===== config.mk =====
export PLATFORM = sky130hd
export DESIGN_NAME = sdm2_modulator
export DESIGN_NICKNAME = d
export VERILOG_FILES = /design/src/rtl/sdm_pkg.sv /design/src/rtl/sdm_lfsr16.sv /design/src/rtl/sdm2_modulator.sv
export SDC_FILE = /design/constraint.sdc
export NUM_CORES = 1
export LEC_CHECK = 0
export ABC_AREA = 1
export ABC_CLOCK_PERIOD_IN_PS = 7350
export BUFFER_PORTS_ARGS = -buffer_cell sky130_fd_sc_hd__buf_4
export CAP_MARGIN = 40
export CORE_MARGIN = 5
export CORE_UTILIZATION = 60
export CTS_CLUSTER_SIZE = 14
export DETAILED_ROUTE_END_ITERATION = 7
export HOLD_SLACK_MARGIN = 0.02
export PLACE_DENSITY = 0.76
export SLEW_MARGIN = 20
export SYNTH_ARGS = -nofsm -noshare
export SYNTH_HDL_FRONTEND = slang
export SYNTH_SLANG_ARGS = --single-unit

===== constraint.sdc =====
create_clock -name clock -period 7.35 [get_ports clock]
set_input_delay 1.1025 -clock clock [delete_from_list [all_inputs] [get_ports clock]]
set_output_delay 1.1025 -clock clock [all_outputs]
set_load 0.05 [all_outputs]

===== src/rtl/sdm_pkg.sv =====
// Shared types and helpers for the second-order sigma-delta modulator.
// Width defaults, LFSR constants, FSM encoding and the integrator clamp.
package sdm_pkg;

    localparam int          SDM_DW     = 24;
    localparam int          SDM_IW     = 28;
    localparam logic [15:0] LFSR_SEED  = 16'hACE1;
    // Fibonacci taps 16,14,13,11 -> state bits 15,13,12,10
    localparam logic [15:0] LFSR_TAPS  = 16'hB400;

    typedef enum logic [1:0] {
        IDLE    = 2'd0,
        RUN     = 2'd1,
        RECOVER = 2'd2
    } sdm_state_e;

    // Full-scale magnitude for a dw-bit two's-complement input.
    function automatic logic signed [63:0] sdm_fs(input int dw);
        return 64'sd1 <<< (dw - 1);
    endfunction

    // Clamp v to the range of an iw-bit signed integrator.
    function automatic logic signed [63:0] sat_w(input logic signed [63:0] v, input int iw);
        logic signed [63:0] hi, lo;
        hi = (64'sd1 <<< (iw - 1)) - 64'sd1;
        lo = -(64'sd1 <<< (iw - 1));
        if (v > hi) return hi;
        if (v < lo) return lo;
        return v;
    endfunction

endpackage


===== src/rtl/sdm_lfsr16.sv =====
// 16-bit Fibonacci LFSR used as the dither source; reseeds on reset.
module sdm_lfsr16
    import sdm_pkg::*;
(
    input  logic        clock,
    input  logic        rst,
    input  logic        adv,
    output logic [15:0] state
);

    always_ff @(posedge clock or posedge rst) begin
        if (rst)
            state <= LFSR_SEED;
        else if (adv)
            state <= {state[14:0], ^(state & LFSR_TAPS)};
    end

endmodule


===== src/rtl/sdm2_modulator.sv =====
// Second-order 1-bit sigma-delta modulator with dither, integrator clamping
// and an overload-recovery FSM that parks the loop for four updates.
module sdm2_modulator
    import sdm_pkg::*;
#(
    parameter int DW      = SDM_DW,
    parameter int IW      = SDM_IW,
    parameter int OVL_TH  = 2**26,
    parameter int OVL_CNT = 16,
    parameter int DITH_SH = 6
) (
    input  logic          clock,
    input  logic          rst,
    input  logic [DW-1:0] data_in,
    input  logic          din_valid,
    input  logic          mod_en,
    input  logic          sdm_en,
    input  logic          dither_en,
    input  logic          ovl_clr,
    output logic          sdm_out,
    output logic          ovl_flag,
    output logic          busy_recover
);

    localparam int CW = $clog2(OVL_CNT + 1);
    localparam logic signed [IW+1:0] FS_W     = (IW+2)'(sdm_fs(DW));
    localparam logic signed [IW+1:0] OVL_TH_W = (IW+2)'(OVL_TH);

    sdm_state_e           state, state_nxt;
    logic signed [DW-1:0] x_reg;
    logic signed [IW-1:0] i1, i2, i1_nxt, i2_nxt, i1_upd, i2_upd;
    logic signed [IW+1:0] fb, d_w, s1, s2, i2_abs;
    logic [CW-1:0]        ovl_cnt, ovl_cnt_nxt;
    logic [1:0]           rec_cnt, rec_cnt_nxt;
    logic [15:0]          lfsr;
    logic                 y, over, sdm_out_nxt, ovl_set, lfsr_adv, lfsr_unused;

    sdm_lfsr16 u_lfsr (
        .clock (clock),
        .rst   (rst),
        .adv   (lfsr_adv),
        .state (lfsr)
    );

    assign lfsr_unused = ^lfsr[15:DITH_SH];

    // Loop datapath: sums carried two bits wider than the integrators, then clamped.
    always_comb begin
        y      = ~i2[IW-1];
        fb     = y ? FS_W : -FS_W;
        d_w    = dither_en ? (IW+2)'($signed(lfsr[DITH_SH-1:0])) : '0;
        s1     = (IW+2)'(i1) + (IW+2)'(x_reg) - fb;
        s2     = (IW+2)'(i2) + (IW+2)'(i1) - (fb <<< 1) + d_w;
        i1_upd = IW'(sat_w(64'(s1), IW));
        i2_upd = IW'(sat_w(64'(s2), IW));
        i2_abs = i2_upd[IW-1] ? -(IW+2)'(i2_upd) : (IW+2)'(i2_upd);
        over   = i2_abs > OVL_TH_W;
    end

    always_comb begin
        state_nxt   = state;
        i1_nxt      = i1;
        i2_nxt      = i2;
        sdm_out_nxt = sdm_out;
        ovl_cnt_nxt = ovl_cnt;
        rec_cnt_nxt = rec_cnt;
        ovl_set     = 1'b0;
        lfsr_adv    = 1'b0;
        if (mod_en) begin
            unique case (state)
                IDLE: begin
                    i1_nxt      = '0;
                    i2_nxt      = '0;
                    ovl_cnt_nxt = '0;
                    rec_cnt_nxt = '0;
                    sdm_out_nxt = ~sdm_out;
                    if (sdm_en) state_nxt = RUN;
                end
                RUN: begin
                    lfsr_adv = 1'b1;
                    if (!sdm_en) begin
                        state_nxt   = IDLE;
                        i1_nxt      = '0;
                        i2_nxt      = '0;
                        ovl_cnt_nxt = '0;
                    end else begin
                        sdm_out_nxt = y;
                        i1_nxt      = i1_upd;
                        i2_nxt      = i2_upd;
                        if (!over) begin
                            ovl_cnt_nxt = '0;
                        end else if (ovl_cnt == CW'(OVL_CNT - 1)) begin
                            state_nxt   = RECOVER;
                            ovl_set     = 1'b1;
                            ovl_cnt_nxt = '0;
                            rec_cnt_nxt = '0;
                            i1_nxt      = '0;
                            i2_nxt      = '0;
                        end else begin
                            ovl_cnt_nxt = ovl_cnt + 1'b1;
                        end
                    end
                end
                RECOVER: begin
                    i1_nxt = '0;
                    i2_nxt = '0;
                    if (!sdm_en) begin
                        state_nxt = IDLE;
                    end else begin
                        sdm_out_nxt = ~sdm_out;
                        rec_cnt_nxt = rec_cnt + 2'd1;
                        if (rec_cnt == 2'd3) begin
                            state_nxt   = RUN;
                            ovl_cnt_nxt = '0;
                        end
                    end
                end
                default: state_nxt = IDLE;
            endcase
        end
    end

    always_ff @(posedge clock or posedge rst) begin
        if (rst) begin
            state    <= IDLE;
            x_reg    <= '0;
            i1       <= '0;
            i2       <= '0;
            sdm_out  <= 1'b0;
            ovl_flag <= 1'b0;
            ovl_cnt  <= '0;
            rec_cnt  <= '0;
        end else begin
            if (din_valid) x_reg <= $signed(data_in);
            state   <= state_nxt;
            i1      <= i1_nxt;
            i2      <= i2_nxt;
            sdm_out <= sdm_out_nxt;
            ovl_cnt <= ovl_cnt_nxt;
            rec_cnt <= rec_cnt_nxt;
            // a same-cycle set beats the clear
            if (ovl_set)      ovl_flag <= 1'b1;
            else if (ovl_clr) ovl_flag <= 1'b0;
        end
    end

    assign busy_recover = (state == RECOVER);

endmodule


==> results.py <==
metrics = {
    "synth": {
        "synth_edf_count": 0,
        "syn_area_per_cell_sq_um": 6.91,
        "synth_cell_types": 47,
        "synthTopCellsByArea": "dfrtp_1 23%, nand2_1 14%, ha_1 13%",
        "yosysWarningCount": 0,
        "ys_top_cells_by_count": "387 x nand2_1, 297 x inv_1, 124 x nand3_1",
        "syn_area_sq_mm": 0.0107,
        "yosys.area.top_type": "dfrtp_1",
        "ys.flop_type": "dfrtp_1",
        "synth_nets": 1720,
        "synth_top_area_share_pct": 23.2,
        "synth.most_common_cell": "nand2_1",
        "ys_seq_area_share_pct": 25.2,
        "async_flop_share_pct": 100,
        "syn_inst": 1544,
        "ys_seq_elements": 107,
    },
    "grt": {
        "grt_max_degree": 59,
        "grt_overflow": 0,
        "grt_usage_pct": 25.1,
        "grt_pass1_vias": 9123,
        "grt_antenna_before_repair": 0,
        "grt_pass1_wl_microns": 42300,
    },
    "timing": {
        "hold_violations": 0,
        "worst_pin_slew_ns": 0.761,
        "fmax_mhz": 157,
        "finalSetupViolCount": 0,
        "finClkSkew_ns": 0.00602,
        "slew_violations": 0,
        "grt_setup_unrepaired": "false",
        "fin_crit_sh_pct": 86.6,
        "holdWs_ns": 0.469,
        "fin_ws_ns": 0.983,
        "slew-limit-headroom_pct": 49.3,
        "min_period_ns": 6.37,
        "fin_tns_setup_ns": 0,
    },
    "clock_network": {
        "cts_hold_buf": 0,
        "cts-root-buf": "clkbuf_16",
        "cts_tree": "yes",
        "ctsResizeCount": 0,
        "post_cts_buffers": 0,
        "cts_made_buffers": 9,
        "clkTransAtPathRegs_ns": 0.08,
        "cts_buffer_depth": 2,
        "ctsHtreeMaxLevel": 3,
        "cts.sinks": 107,
        "clk_latency_ns": 0.36,
    },
    "detailed_routing": {
        "vias": 9567,
        "dr.pass1.iters": 6,
        "routed_wl_microns": 24100,
        "dr.first_iter.drc_count": 818,
        "wl_per_cell_microns": 13.5,
        "drtAntennaViolNets": 0,
        "viasPerCell": 5.34,
        "drc": 0,
    },
    "critical_path": {
        "cp-end-kind": "flop",
        "critPathKind": "input port to flop",
        "r2r_start": "i2[27]$_DFFE_PP0P_",
        "cp_data_required_time_ns": 7.58,
        "r2r-end": "i2[18]$_DFFE_PP0P_",
        "reg2regPathDepth": 33,
        "start_kind": "input port",
        "cp_common_cell": "nand2_1",
        "arrival_ns": 6.60,
        "rrSetupSlack_ns": 1.08,
        "crit_slowest_cell": "nand3_4",
        "timing.critical_path.from": "dither_en",
        "crit_fanout": 58,
        "critPathMaxStageDelay_ns": 0.57,
    },
    "min_path": {
        "whs_path_depth": 2,
        "hold_class": "flop to flop",
        "min_from": "u_lfsr.state[11]$_DFFE_PP1P_",
        "worstHoldEndpoint": "u_lfsr.state[11]$_DFFE_PP1P_",
    },
    "place": {
        "io_buffers": 33,
        "dp_hpwl_microns": 19400,
        "place_ws_ns": 0.687,
        "gp_congestion": 0.984,
    },
    "floorplan": {
        "initial_utilization_pct": 61.4,
        "std_cell_rows": 48,
        "die_area_sq_mm": 0.0205,
        "io_pins": 34,
        "core_region_area_sq_mm": 0.0174,
        "die_w_microns": 143,
        "die_y_microns": 143,
    },
    "final_layout": {
        "area_growth_pct": 7.39,
        "fin_nets": 1737,
        "nFillCells": 1563,
        "diodes": 0,
        "layout-drive-gt1-share_pct": 6.70,
    },
    "outcome": {
        "status": "finished clean",
    },
    "job": {
        "cap_violations": 0,
    },
}
-- cells in the final DEF, fill, tap and decap left out, types with 9 or more instances in the layout --
| master | instances |
|---|---|
| xnor2_1 | 27 |
| a21oi_1 | 68 |
| ha_1 | 110 |
| inv_1 | 295 |
| nor2_1 | 94 |
| nand2_2 | 9 |
| xor2_1 | 28 |
| clkbuf_16 | 9 |
| dfrtp_1 | 99 |
| nand4_1 | 12 |
| buf_4 | 43 |
| fa_1 | 35 |
| o21ai_1 | 26 |
| nand2_1 | 386 |
| o21ai_0 | 114 |
| nand3_1 | 124 |
-- per-layer routing --
layer | global-route usage (%) | part of all wire (%) | vias to the layer above
li1 | - | - | 4897
met1 | 36.4 | 48 | 4349
met2 | 40.0 | 45 | 283
met3 | 3.56 | 5.4 | 38
met4 | 5.85 | 2.0 | 0
met5 | 0 | 0 | -
-- logic make-up after synthesis --
family / synth area share, %
xor gates and xnor gates: 4.52
AOI/OAI and AO/OA: 11.8
and+or+nand+nor: 25.9
buffers and inverters: 12.9
adders and majority gates: 19.5
muxes: 0.211
DFF: 25.2
-- worst max-delay path, delay by kind of cell --
| kind | cells | cell delay (ns) |
|---|---|---|
| AND/OR/NAND/NOR | 20 | 3.11 |
| buffers and inverters | 6 | 0.65 |
| AO/OA/AOI/OAI | 4 | 0.64 |
| adder cells (fa/ha/maj) | 3 | 1.05 |
-- stage by stage --
stage | cells | instance area, sq um | utilization (%)
2_1_floorplan | 1544 | 10700 | -
3_3_place_gp | 1773 | 11100 | 63.8
3_5_place_dp | 1774 | 11100 | 63.9
4_1_cts | 1790 | 11400 | 65.9
5_1_grt | 1791 | 11400 | 66.0
6_report | 1791 | 11400 | 66.0
-- final cells by class --
| type | count | area, sq um | area share [%] |
|---|---|---|---|
| clock buffers | 9 | 225 | 1.97 |
| clock inverters | 7 | 134 | 1.17 |
| inverters | 304 | 1140 | 9.99 |
| multi-input cells | 1093 | 6610 | 57.7 |
| flip-flops and latches | 107 | 2690 | 23.5 |
| well taps | 225 | 282 | 2.46 |
| repair buffers | 46 | 368 | 3.21 |
-- how the worst max path moves through the flow --
stage                           endpoint  slack (ns)  cells after the start
floorplan             i2[22]$_DFFE_PP0P_        0.94                     37
global placement      i2[18]$_DFFE_PP0P_        0.81                     37
detailed placement    i2[18]$_DFFE_PP0P_        0.69                     33
CTS                   i2[18]$_DFFE_PP0P_        1.05                     33
global route        state[0]$_DFFE_PP0P_        0.44                     35
finish                i2[18]$_DFFE_PP0P_        0.98                     33
Power is left out: the tool's default activity adds up to more than one toggle a clock period on the data nets, which glitch-free logic cannot reach.
